### src/rtl/sdram_pkg.sv
// Shared definitions for the SDRAM init/refresh sequencer: command encodings,
// sequencer states, mode-register field layout and idle-bus constants.
// Optional feature macro used by sdram_ref_timer: SDRAM_REF_DEBT_EN.
package sdram_pkg;

    // {CS_N, RAS_N, CAS_N, WE_N}
    localparam logic [3:0] CMD_DESEL = 4'b1111;
    localparam logic [3:0] CMD_NOP   = 4'b0111;
    localparam logic [3:0] CMD_PRE   = 4'b0010;
    localparam logic [3:0] CMD_MRS   = 4'b0000;
    localparam logic [3:0] CMD_REF   = 4'b0001;

    typedef enum logic [3:0] {
        StWait,
        StPre,
        StPreW,
        StMrs,
        StMrsW,
        StAf,
        StAfW,
        StIdle,
        StRpre,
        StRpreW,
        StRaf,
        StRafW
    } state_t;

    // Mode-register field layout
    localparam int unsigned MR_BL_LSB  = 0;
    localparam int unsigned MR_BL_W    = 3;
    localparam int unsigned MR_BT_POS  = 3;
    localparam int unsigned MR_CAS_LSB = 4;
    localparam int unsigned MR_CAS_W   = 3;
    localparam int unsigned MR_WB_POS  = 9;
    localparam int unsigned MR_W       = 10;

    // Address/bank bits are filled with this value whenever no command needs them
    localparam logic       ADDR_IDLE_FILL = 1'b1;
    localparam logic [1:0] DQM_INIT       = 2'b11;
    localparam logic [1:0] DQM_RUN        = 2'b00;

    // Saturation point of the refresh debt counter
    localparam logic [3:0] REF_DEBT_MAX = 4'd8;

    function automatic logic [MR_W-1:0] mode_word(input logic [MR_CAS_W-1:0] cas,
                                                 input logic                bt,
                                                 input logic [MR_BL_W-1:0]  bl,
                                                 input logic                wb);
        logic [MR_W-1:0] w;
        w = '0;
        w[MR_BL_LSB +: MR_BL_W]   = bl;
        w[MR_BT_POS]              = bt;
        w[MR_CAS_LSB +: MR_CAS_W] = cas;
        w[MR_WB_POS]              = wb;
        return w;
    endfunction

    function automatic int unsigned max4(input int unsigned a, input int unsigned b,
                                         input int unsigned c, input int unsigned d);
        int unsigned m;
        m = a;
        if (b > m) m = b;
        if (c > m) m = c;
        if (d > m) m = d;
        return m;
    endfunction

endpackage

### src/rtl/sdram_ref_timer.sv
// Refresh interval timer with pending-refresh tracking and sticky miss flag.
// With SDRAM_REF_DEBT_EN defined, pending becomes a saturating 0..8 debt counter.
module sdram_ref_timer
    import sdram_pkg::*;
#(
    parameter int unsigned REF_INTERVAL = 780
) (
    input  logic i_clk,
    input  logic i_rst_n,
    input  logic i_en,
    input  logic i_consume,
    output logic o_ref_req,
    output logic o_ref_miss
);

    localparam int unsigned TW = (REF_INTERVAL > 2) ? $clog2(REF_INTERVAL) : 1;
    localparam logic [TW-1:0] TCNT_WRAP = TW'(REF_INTERVAL - 1);

    logic [TW-1:0] r_tcnt;
    logic          w_tick;
    logic          r_req;
    logic          r_miss;
    logic          w_req_d;
    logic          w_miss_set;

    assign w_tick     = i_en && (r_tcnt == TCNT_WRAP);
    assign o_ref_req  = r_req;
    assign o_ref_miss = r_miss;

    // Free-running interval counter, held at zero until init completes
    always_ff @(posedge i_clk or negedge i_rst_n) begin
        if (!i_rst_n) begin
            r_tcnt <= '0;
        end else if (!i_en || w_tick) begin
            r_tcnt <= '0;
        end else begin
            r_tcnt <= r_tcnt + TW'(1);
        end
    end

`ifdef SDRAM_REF_DEBT_EN
    logic [3:0] r_debt;
    logic [3:0] w_debt_d;

    // Tick adds one refresh of debt, consume removes one; both together cancel
    always_comb begin
        w_debt_d   = r_debt;
        w_miss_set = 1'b0;
        if (w_tick && !i_consume) begin
            if (r_debt == REF_DEBT_MAX) begin
                w_miss_set = 1'b1;
            end else begin
                w_debt_d = r_debt + 4'd1;
            end
        end else if (i_consume && !w_tick && (r_debt != 4'd0)) begin
            w_debt_d = r_debt - 4'd1;
        end
        w_req_d = (w_debt_d != 4'd0);
    end

    // Debt register
    always_ff @(posedge i_clk or negedge i_rst_n) begin
        if (!i_rst_n) begin
            r_debt <= '0;
        end else begin
            r_debt <= w_debt_d;
        end
    end
`else
    // Single pending bit; a tick on an already pending refresh is a lost deadline
    always_comb begin
        w_req_d    = r_req;
        w_miss_set = 1'b0;
        if (w_tick && !i_consume) begin
            w_miss_set = r_req;
            w_req_d    = 1'b1;
        end else if (i_consume && !w_tick) begin
            w_req_d = 1'b0;
        end
    end
`endif

    // Registered request and sticky miss outputs
    always_ff @(posedge i_clk or negedge i_rst_n) begin
        if (!i_rst_n) begin
            r_req  <= 1'b0;
            r_miss <= 1'b0;
        end else begin
            r_req  <= w_req_d;
            r_miss <= r_miss | w_miss_set;
        end
    end

endmodule

### src/rtl/sdram_init_refresh.sv
// SDR SDRAM power-up sequencer and auto-refresh engine. Owns the command pins
// while busy=1; refreshes are issued only after a req/gnt handshake.
// Optional feature macro (in sdram_ref_timer): SDRAM_REF_DEBT_EN.
module sdram_init_refresh
    import sdram_pkg::*;
#(
    parameter int unsigned T_INIT       = 20000,
    parameter int unsigned T_RP         = 2,
    parameter int unsigned T_MRD        = 2,
    parameter int unsigned T_RC         = 7,
    parameter int unsigned INIT_AF_CNT  = 8,
    parameter int unsigned REF_INTERVAL = 780,
    parameter int unsigned ROW_W        = 13,
    parameter int unsigned BANK_W       = 2,
    parameter logic [2:0]  CAS_LAT      = 3'b011,
    parameter logic        BURST_TYPE   = 1'b0,
    parameter logic [2:0]  BL_CODE      = 3'b111,
    parameter logic        WB_MODE      = 1'b0
) (
    input  logic              REF_CLK,
    input  logic              RST_N,
    output logic              CKE,
    output logic              CS_N,
    output logic              RAS_N,
    output logic              CAS_N,
    output logic              WE_N,
    output logic [ROW_W-1:0]  A,
    output logic [BANK_W-1:0] BS,
    output logic [1:0]        DQM,
    output logic              init_done,
    output logic              busy,
    output logic              ref_req,
    input  logic              ref_gnt,
    output logic              ref_done,
    output logic              ref_miss
);

    localparam int unsigned CNT_MAX = max4(T_INIT, T_RP, T_MRD, T_RC);
    localparam int unsigned CNT_W   = $clog2(CNT_MAX + 1);

    // Wait states are entered one cycle after their command, hence the -2
    localparam logic [CNT_W-1:0] C_INIT = CNT_W'(T_INIT);
    localparam logic [CNT_W-1:0] C_RP   = CNT_W'(T_RP - 2);
    localparam logic [CNT_W-1:0] C_MRD  = CNT_W'(T_MRD - 2);
    localparam logic [CNT_W-1:0] C_RC   = CNT_W'(T_RC - 2);
    // RPRE_W is entered together with the PRE command itself
    localparam logic [CNT_W-1:0] C_RRP  = CNT_W'(T_RP - 1);
    localparam logic [3:0]       C_AF   = 4'(INIT_AF_CNT);

    localparam logic [ROW_W-1:0]  A_IDLE  = {ROW_W{ADDR_IDLE_FILL}};
    localparam logic [BANK_W-1:0] BS_IDLE = {BANK_W{ADDR_IDLE_FILL}};
    localparam logic [ROW_W-1:0]  A_MODE  =
        ROW_W'(mode_word(CAS_LAT, BURST_TYPE, BL_CODE, WB_MODE));

    state_t            r_state;
    logic [CNT_W-1:0]  r_cnt;
    logic [3:0]        r_af_cnt;
    logic              r_cke;
    logic [3:0]        r_cmd;
    logic [ROW_W-1:0]  r_a;
    logic [BANK_W-1:0] r_bs;
    logic [1:0]        r_dqm;
    logic              r_init_done;
    logic              r_busy;
    logic              r_ref_done;
    logic              r_consume;
    logic              w_ref_req;
    logic              w_ref_miss;

    assign CKE                      = r_cke;
    assign {CS_N, RAS_N, CAS_N, WE_N} = r_cmd;
    assign A                        = r_a;
    assign BS                       = r_bs;
    assign DQM                      = r_dqm;
    assign init_done                = r_init_done;
    assign busy                     = r_busy;
    assign ref_req                  = w_ref_req;
    assign ref_done                 = r_ref_done;
    assign ref_miss                 = w_ref_miss;

    // Sequencer FSM with registered pin outputs; pins default to NOP each cycle
    always_ff @(posedge REF_CLK or negedge RST_N) begin
        if (!RST_N) begin
            r_state     <= StWait;
            r_cnt       <= '0;
            r_af_cnt    <= '0;
            r_cke       <= 1'b0;
            r_cmd       <= CMD_DESEL;
            r_a         <= A_IDLE;
            r_bs        <= BS_IDLE;
            r_dqm       <= DQM_INIT;
            r_init_done <= 1'b0;
            r_busy      <= 1'b1;
            r_ref_done  <= 1'b0;
            r_consume   <= 1'b0;
        end else begin
            r_cke      <= 1'b1;
            r_cmd      <= CMD_NOP;
            r_a        <= A_IDLE;
            r_bs       <= BS_IDLE;
            r_ref_done <= 1'b0;
            r_consume  <= 1'b0;
            unique case (r_state)
                StWait: begin
                    if (r_cnt == C_INIT) begin
                        r_cnt   <= '0;
                        r_cmd   <= CMD_PRE;
                        r_state <= StPre;
                    end else begin
                        r_cnt <= r_cnt + CNT_W'(1);
                    end
                end
                StPre: begin
                    r_cnt   <= '0;
                    r_state <= StPreW;
                end
                StPreW: begin
                    if (r_cnt == C_RP) begin
                        r_cmd   <= CMD_MRS;
                        r_a     <= A_MODE;
                        r_bs    <= '0;
                        r_state <= StMrs;
                    end else begin
                        r_cnt <= r_cnt + CNT_W'(1);
                    end
                end
                StMrs: begin
                    r_cnt   <= '0;
                    r_state <= StMrsW;
                end
                StMrsW: begin
                    if (r_cnt == C_MRD) begin
                        r_cmd    <= CMD_REF;
                        r_af_cnt <= r_af_cnt + 4'd1;
                        r_state  <= StAf;
                    end else begin
                        r_cnt <= r_cnt + CNT_W'(1);
                    end
                end
                StAf: begin
                    r_cnt   <= '0;
                    r_state <= StAfW;
                end
                StAfW: begin
                    if (r_cnt == C_RC) begin
                        if (r_af_cnt == C_AF) begin
                            r_init_done <= 1'b1;
                            r_busy      <= 1'b0;
                            r_dqm       <= DQM_RUN;
                            r_state     <= StIdle;
                        end else begin
                            r_cmd    <= CMD_REF;
                            r_af_cnt <= r_af_cnt + 4'd1;
                            r_state  <= StAf;
                        end
                    end else begin
                        r_cnt <= r_cnt + CNT_W'(1);
                    end
                end
                StIdle: begin
                    if (ref_gnt && w_ref_req) begin
                        r_busy    <= 1'b1;
                        r_consume <= 1'b1;
                        r_state   <= StRpre;
                    end
                end
                // Hand-over cycle: pins are ours from here, PRE goes out on exit
                StRpre: begin
                    r_cnt   <= '0;
                    r_cmd   <= CMD_PRE;
                    r_state <= StRpreW;
                end
                StRpreW: begin
                    if (r_cnt == C_RRP) begin
                        r_cmd   <= CMD_REF;
                        r_state <= StRaf;
                    end else begin
                        r_cnt <= r_cnt + CNT_W'(1);
                    end
                end
                StRaf: begin
                    r_cnt   <= '0;
                    r_state <= StRafW;
                end
                StRafW: begin
                    if (r_cnt == C_RC) begin
                        r_busy     <= 1'b0;
                        r_ref_done <= 1'b1;
                        r_state    <= StIdle;
                    end else begin
                        r_cnt <= r_cnt + CNT_W'(1);
                    end
                end
                default: begin
                    r_state <= StWait;
                end
            endcase
        end
    end

    sdram_ref_timer #(
        .REF_INTERVAL (REF_INTERVAL)
    ) u_ref_timer (
        .i_clk      (REF_CLK),
        .i_rst_n    (RST_N),
        .i_en       (r_init_done),
        .i_consume  (r_consume),
        .o_ref_req  (w_ref_req),
        .o_ref_miss (w_ref_miss)
    );

endmodule

### config.mk
export PLATFORM = sky130hd
export DESIGN_NAME = sdram_init_refresh
export DESIGN_NICKNAME = d
export VERILOG_FILES = /design/src/rtl/sdram_pkg.sv /design/src/rtl/sdram_ref_timer.sv /design/src/rtl/sdram_init_refresh.sv
export SDC_FILE = /design/constraint.sdc
export NUM_CORES = 1
export LEC_CHECK = 0
export CORE_MARGIN = 4
export CORE_UTILIZATION = 45
export DETAILED_ROUTE_END_ITERATION = 12
export GPL_ROUTABILITY_DRIVEN = 0
export PLACE_DENSITY = 0.63
export SYNTH_ARGS = -nofsm -noshare
export SYNTH_HDL_FRONTEND = slang
export SYNTH_SLANG_ARGS = --single-unit
export TNS_END_PERCENT = 5
### constraint.sdc
create_clock -name REF_CLK -period 2.4 [get_ports REF_CLK]
set_input_delay 0.24 -clock REF_CLK [delete_from_list [all_inputs] [get_ports REF_CLK]]
set_output_delay 0.24 -clock REF_CLK [all_outputs]
set_load 0.05 [all_outputs]
=== Word level (Yosys, flattened, before mapping) ===
Index checks and enable logic that the tools add are counted.
Widths: inputs -> output; s select.

* Flip-flop bits (word level): 61
* Input port bits: 3

* Add/sub/neg operators: 3
* Bitwise gates (word level): 1
* Reduce and logical (&&, ||, !) cells: 22
* Mux-type cells: 42
* Eq/ne operators: 28

{| class="wikitable"
|+ Operator list
! kind !! number
|-
| $pmux 15 s5 || 1
|-
| $mux 15 || 4
|-
| $pmux 4 s12 || 1
|-
| $mux 4 || 10
|-
| $mux 13 || 2
|-
| $ne 2x2->1 const B || 12
|-
| $eq 4x4->1 const B || 5
|-
| $mux 3 || 6
|-
| $pmux 3 s6 || 1
|-
| $eq 4x3->1 const B || 4
|-
| $add 15x1->15 const B || 1
|-
| $eq 15x1->1 const B || 1
|-
| $eq 15x15->1 const B || 1
|-
| $eq 15x3->1 const B || 1
|-
| $logic_not 15->1 || 1
|-
| $mux 1 || 11
|-
| $add 10x1->10 const B || 1
|-
| $eq 10x10->1 const B || 1
|-
| $mux 10 || 1
|-
| $eq 4x2->1 const B || 2
|-
| $pmux 4 s2 || 1
|-
| $reduce_and 4->1 || 2
|-
| $reduce_and 7->1 || 1
|-
| $mux 2 || 3
|-
| other kinds (15) || 22
|}

=== Depth between registers and ports, before layout ===
* Depth in word-level cells: 6
* Depth in mapped cells: 10
* Mapped depth without buffers: 8

=== Modules after synthesis ===
Synthesis repeated with hierarchy kept, for this count alone.

* Cell total of the unflattened synthesis: 265
* Area, all modules: 2636.3 sq um

{| class="wikitable"
|+ Modules (own cells, without submodules)
! module !! times used !! area each (sq um) !! cells an instance
|-
| sdram_init_refresh || 1 || 2053.2 || 209
|-
| sdram_ref_timer || 1 || 583.1 || 56
|}

=== Least setup slack after synthesis ===
OpenSTA, ideal clock, no wires.

* Path type: register to register
* From: reg r_cnt[0]
* To: reg r_cnt[12]
* Setup time: 0.104 ns
* Buffers on the path: 2
* Cell stages (with the launch flop): 10
* Period minus slack after synthesis: 2.151 ns
* Setup slack: 0.249 ns
* Arrival: 2.047 ns
* Data required time: 2.296 ns
* Cells stage by stage: dfrtp_1 ha_1 nor4bb_1 nand4_1 a21oi_1 or3_1 buf_2 or2_1 buf_6 o41ai_2

* Word-level cells in the longest chain between the ends: 3
* Elaborated cells between the ends (all ways): 14
* Classes of those cells: 1 x add/sub; 6 x eq/ne; 5 x mux; 2 x reduce/logical

{| class="wikitable"
|+ Ends and longest elaborated chain
! what !! line !! text
|-
| from (decl) || sdram_init_refresh.sv:56 || <nowiki>logic [CNT_W-1:0] r_cnt;</nowiki>
|-
| from (signal assigned) || sdram_init_refresh.sv:110 || <nowiki>r_cnt <= r_cnt + CNT_W'(1);</nowiki>
|-
| from (signal assigned) || sdram_init_refresh.sv:124 || <nowiki>r_cnt <= r_cnt + CNT_W'(1);</nowiki>
|-
| from (signal assigned) || sdram_init_refresh.sv:137 || <nowiki>r_cnt <= r_cnt + CNT_W'(1);</nowiki>
|-
| $add 15x1->15 (tied with other cells) || -- ||
|-
| $mux 15 (tied with other cells) || sdram_init_refresh.sv:145, sdram_init_refresh.sv:186 ||
|-
| $pmux 15 s5 / $reduce_and 4->1 (equally long branches) || -- ||
|}

Several ways; a longest one is shown, not always the timed one. The select of a mux whose other input is x is not followed.
A chain may end at the register's enable or synchronous reset.

=== Final worst setup path ===
* From: reg r_cnt[7]
* To: reg r_state[3]

* Word-level cells in the longest chain between the ends: 3
* Elaborated cells between the ends (all ways): 11
* Classes of those cells: 9 x eq/ne; 2 x reduce/logical

{| class="wikitable"
|+ Ends and longest elaborated chain
! what !! line !! text
|-
| $eq 15x1->1 (tied with other cells) || sdram_init_refresh.sv:174 || <nowiki>if (r_cnt == C_RRP) begin</nowiki>
|-
| $ne 2x2->1 (no source line) || -- ||
|-
| $reduce_and 7->1 (no source line) * || -- ||
|-
| to (signal assigned) || sdram_init_refresh.sv:171 || <nowiki>r_state <= StRpreW;</nowiki>
|-
| to (signal assigned) || sdram_init_refresh.sv:176 || <nowiki>r_state <= StRaf;</nowiki>
|-
| to (signal assigned) || sdram_init_refresh.sv:183 || <nowiki>r_state <= StRafW;</nowiki>
|-
| to (decl) || sdram_init_refresh.sv:55 || <nowiki>state_t r_state;</nowiki>
|}

Mark *: on every way between the ends. The rest lies on a longest branch, timed or not.

==> results by group <==
Drt
  • Post-detailed-route count of antenna-violating nets: 0
  • Drt via density: 5.49
  • Total number of vias: 2165
  • Wirelength per Cell: 14.2 um
  • Iter 0 DRT Violations: 127
  • Final wirelength: 5580 um
  • Pre-antenna DRT Iters: 4
  • DRC Markers: 0

STA
  • Final setup vio count: 0
  • Fin. Hold Viols: 0
  • Hold WS: 0.458 ns
  • Slew HR: 0.609
  • Fmax: 440 MHz
  • Tmin final: 2.27 ns
  • Slew Viols, Final: 0
  • Final Skew: 0.00681 ns
  • Worst-Margin Slew: 0.579 ns
  • Final worst-path cycle share: 0.947

Setup path
  • Reg2reg setup slack: 0.13 ns
  • Slowest CP cell: dfrtp_1
  • RR Startpoint: r_cnt[7]
  • CP endpoint kind: flip-flop
  • Required time of the critical path: 2.59 ns
  • Critical R2R Capture: r_state[3]
  • Worst Path Max Fanout: 6
  • Register-to-Register Path Depth: 6
  • CP arrival: 2.46 ns
  • CP bufs+invs: 0
  • Largest delay share family, worst path: simple AND/OR/NAND/NOR gates
  • Critical path's largest stage delay: 0.45 ns
  • Crit path cell chain: nor4_4 > nand3_2 > a221oi_2 > nor2_1 > or3b_1 > a221o_1
  • Startpoint Class: flip-flop
  • Critical path class: flip-flop to flip-flop

Final layout
  • Most frequent cells in the layout: 38 x dfrtp_1, 36 x nand2_1, 24 x nor2_1, 23 x clkdlybuf4s50_1, 23 x buf_4
  • Most common cell after layout, fill and taps aside: dfrtp_1
  • Layout area overhead: 17.5%
  • Final instance area: 3140 um2
  • Antenna cell count: 0
  • Layout cell share with drive strength beyond 1: 0.168
  • NumNets Final: 331

Power and ir drop
  • Worst IR Drop VDD: 0.265 mV
  • PwrDens: 416 nW/um2
  • Leakage power total: 0.00136 uW

Global routing
  • Grt ovf: 0
  • First-pass GRT wire length: 9670 um
  • Initial antenna violation count: 0
  • Number of global-route vias before repair: 2034
  • Largest net degree at the start of global routing: 27
  • Gr usage total: 0.164

Yosys
  • Yosys warns: 0
  • Async SR Flop Fraction: 1.00
  • #FFs+latches synth: 46
  • Post-synthesis cell count: 286
  • Seq/Total Area, Yosys: 0.434
  • Mean Syn Cell Area: 9.34 um2
  • Mapped Area: 2670 um2
  • Post-synth EDFFs: 0
  • Distinct cells, synth: 52
  • Synth Flop Type: dfrtp_1

Flow run
  • Max-cap violations: 0

Clock network
  • CTS sink cnt: 46
  • Worst-Skew Late Latency: 0.30 ns
  • H-Tree Depth: 2
  • CTS tree: done
  • CTS buffer count: 5
  • Clock Path Buffers: 2
  • CTS root buffer: clkbuf_8
  • Clk slew on worst S/H paths: 0.09 ns

Placed design
  • Dpl hpwl: 4220 um
  • IO Port Bufs: 24
  • Post-DP Area: 3010 um2

Die
  • Die X: 85.1 um
  • Core Region: 5640 um2
  • Starting Density: 0.474
  • Rows: 27
  • Die area: 7240 um2
  • Die Height: 85.1 um
  • I/O pin count: 30

Hold path
  • Hold Crit Class: input port to asynchronous set/reset pin

Status
  • Status: completed
[worst max-delay path by stage]
| stage | from | end | cells past startpoint |
|---|---|---|---|
| after floorplan | r_cnt[0] | r_cnt[12] | 9 |
| after global placement | r_cnt[1] | r_state[0] | 8 |
| after detailed placement | r_cnt[1] | r_state[0] | 8 |
| after CTS | r_cnt[1] | r_state[0] | 8 |
| after global routing | r_cnt[1] | r_state[0] | 8 |
| final | r_cnt[7] | r_state[3] | 6 |
[layout make-up]
type	count	area [um2]
Clock buffer	5	68.8
Tap cell	72	90.1
Clock inverter	3	21.3
Fill cell	509	2500
Inverter	9	33.8
Sequential cell	46	1160
Timing Repair Buffer	48	418
Multi-Input combinational cell	211	1350
[kinds of logic after synthesis]
kind of cell | Yosys count | synth area share
XOR/XNOR | 13 | 0.0426
other | 2 | 0.00281
AND/OR/NAND/NOR | 130 | 0.261
multiplexers | 1 | 0.00421
adder cells (fa/ha/maj) | 7 | 0.0328
flip-flops | 46 | 0.434
buffers and inverters | 34 | 0.0763
AO/OA/AOI/OAI | 53 | 0.147
[flip-flops by register name, indices dropped and copies added (netlist names)]
signal / count
r_cnt: 15
u_ref_timer.r_tcnt: 10
r_af_cnt: 4
r_cmd: 4
r_state: 4
BS: 1
CKE: 1
DQM: 1
busy: 1
init_done: 1
r_consume: 1
ref_done: 1
u_ref_timer.o_ref_miss: 1
u_ref_timer.o_ref_req: 1
[power by group]
group | switching [uW] | internal, uW | total [uW]
clock | 275 | 205 | 480
sequential | 0.432 | 777 | 778
combinational | 39.6 | 8.01 | 47.6
total | 315 | 990 | 1310
[layer usage]
metal	share of wire	GRT usage	vias up
met1	0.47	0.225	1035
met4	0.017	0.0518	0
met2	0.46	0.259	56
li1	-	-	1065
met3	0.054	0.0340	9
met5	0	0	-
[Yosys cell counts, types with 2 or more instances]
| library cell | count | area [um2] |
|---|---|---|
| inv_1 | 9 | 33.8 |
| clkbuf_1 | 4 | 15.0 |
| buf_6 | 2 | 22.5 |
| buf_2 | 4 | 20.0 |
| a221o_1 | 2 | 20.0 |
| xnor2_1 | 7 | 61.3 |
| nand2b_1 | 3 | 18.8 |
| nand3_1 | 10 | 50.1 |
| a21oi_1 | 7 | 35.0 |
| nor4bb_1 | 2 | 20.0 |
| nor4_4 | 2 | 42.5 |
| nand3b_1 | 3 | 22.5 |
| ha_1 | 7 | 87.6 |
| or3b_1 | 2 | 17.5 |
| nor2_1 | 25 | 93.8 |
| nand2_1 | 36 | 135 |
| buf_4 | 15 | 113 |
| o22ai_1 | 2 | 12.5 |
| or3_1 | 3 | 18.8 |
| nand4_1 | 7 | 43.8 |
| o31ai_1 | 9 | 67.6 |
| dfrtp_1 | 39 | 976 |
| dfstp_2 | 7 | 184 |
| a22o_1 | 2 | 17.5 |
| and2_1 | 4 | 25.0 |
| a2bb2oi_1 | 9 | 78.8 |
| nor4_1 | 2 | 12.5 |
| o21ai_0 | 11 | 55.1 |
| nor2b_1 | 4 | 25.0 |
| and3_1 | 10 | 62.6 |
| nor3_1 | 8 | 40.0 |
| conb_1 | 2 | 7.51 |
| or2_2 | 3 | 18.8 |
| xor2_1 | 6 | 52.6 |
[what timing repair did]
item | in CTS | in global routing
setup endpoints to repair | 0 | 15
buffers inserted | 0 | 1
hold buffers | 1 | 0
hold endpoints to repair | 18 | 0
gates resized for setup | 0 | 6
[stage by stage]
step           power (uW)  instances  TNS, ns  setup WS, ns   util
2_1_floorplan         823        291        0         0.249      -
3_3_place_gp          840        384        0         0.132  0.534
3_5_place_dp          840        384        0        0.0701  0.534
4_1_cts              1330        393        0        0.0325  0.552
5_1_grt              1370        394  -0.0169       -0.0169  0.556
6_report             1310        394        0         0.128  0.556
(Power assumes the default switching activity.)
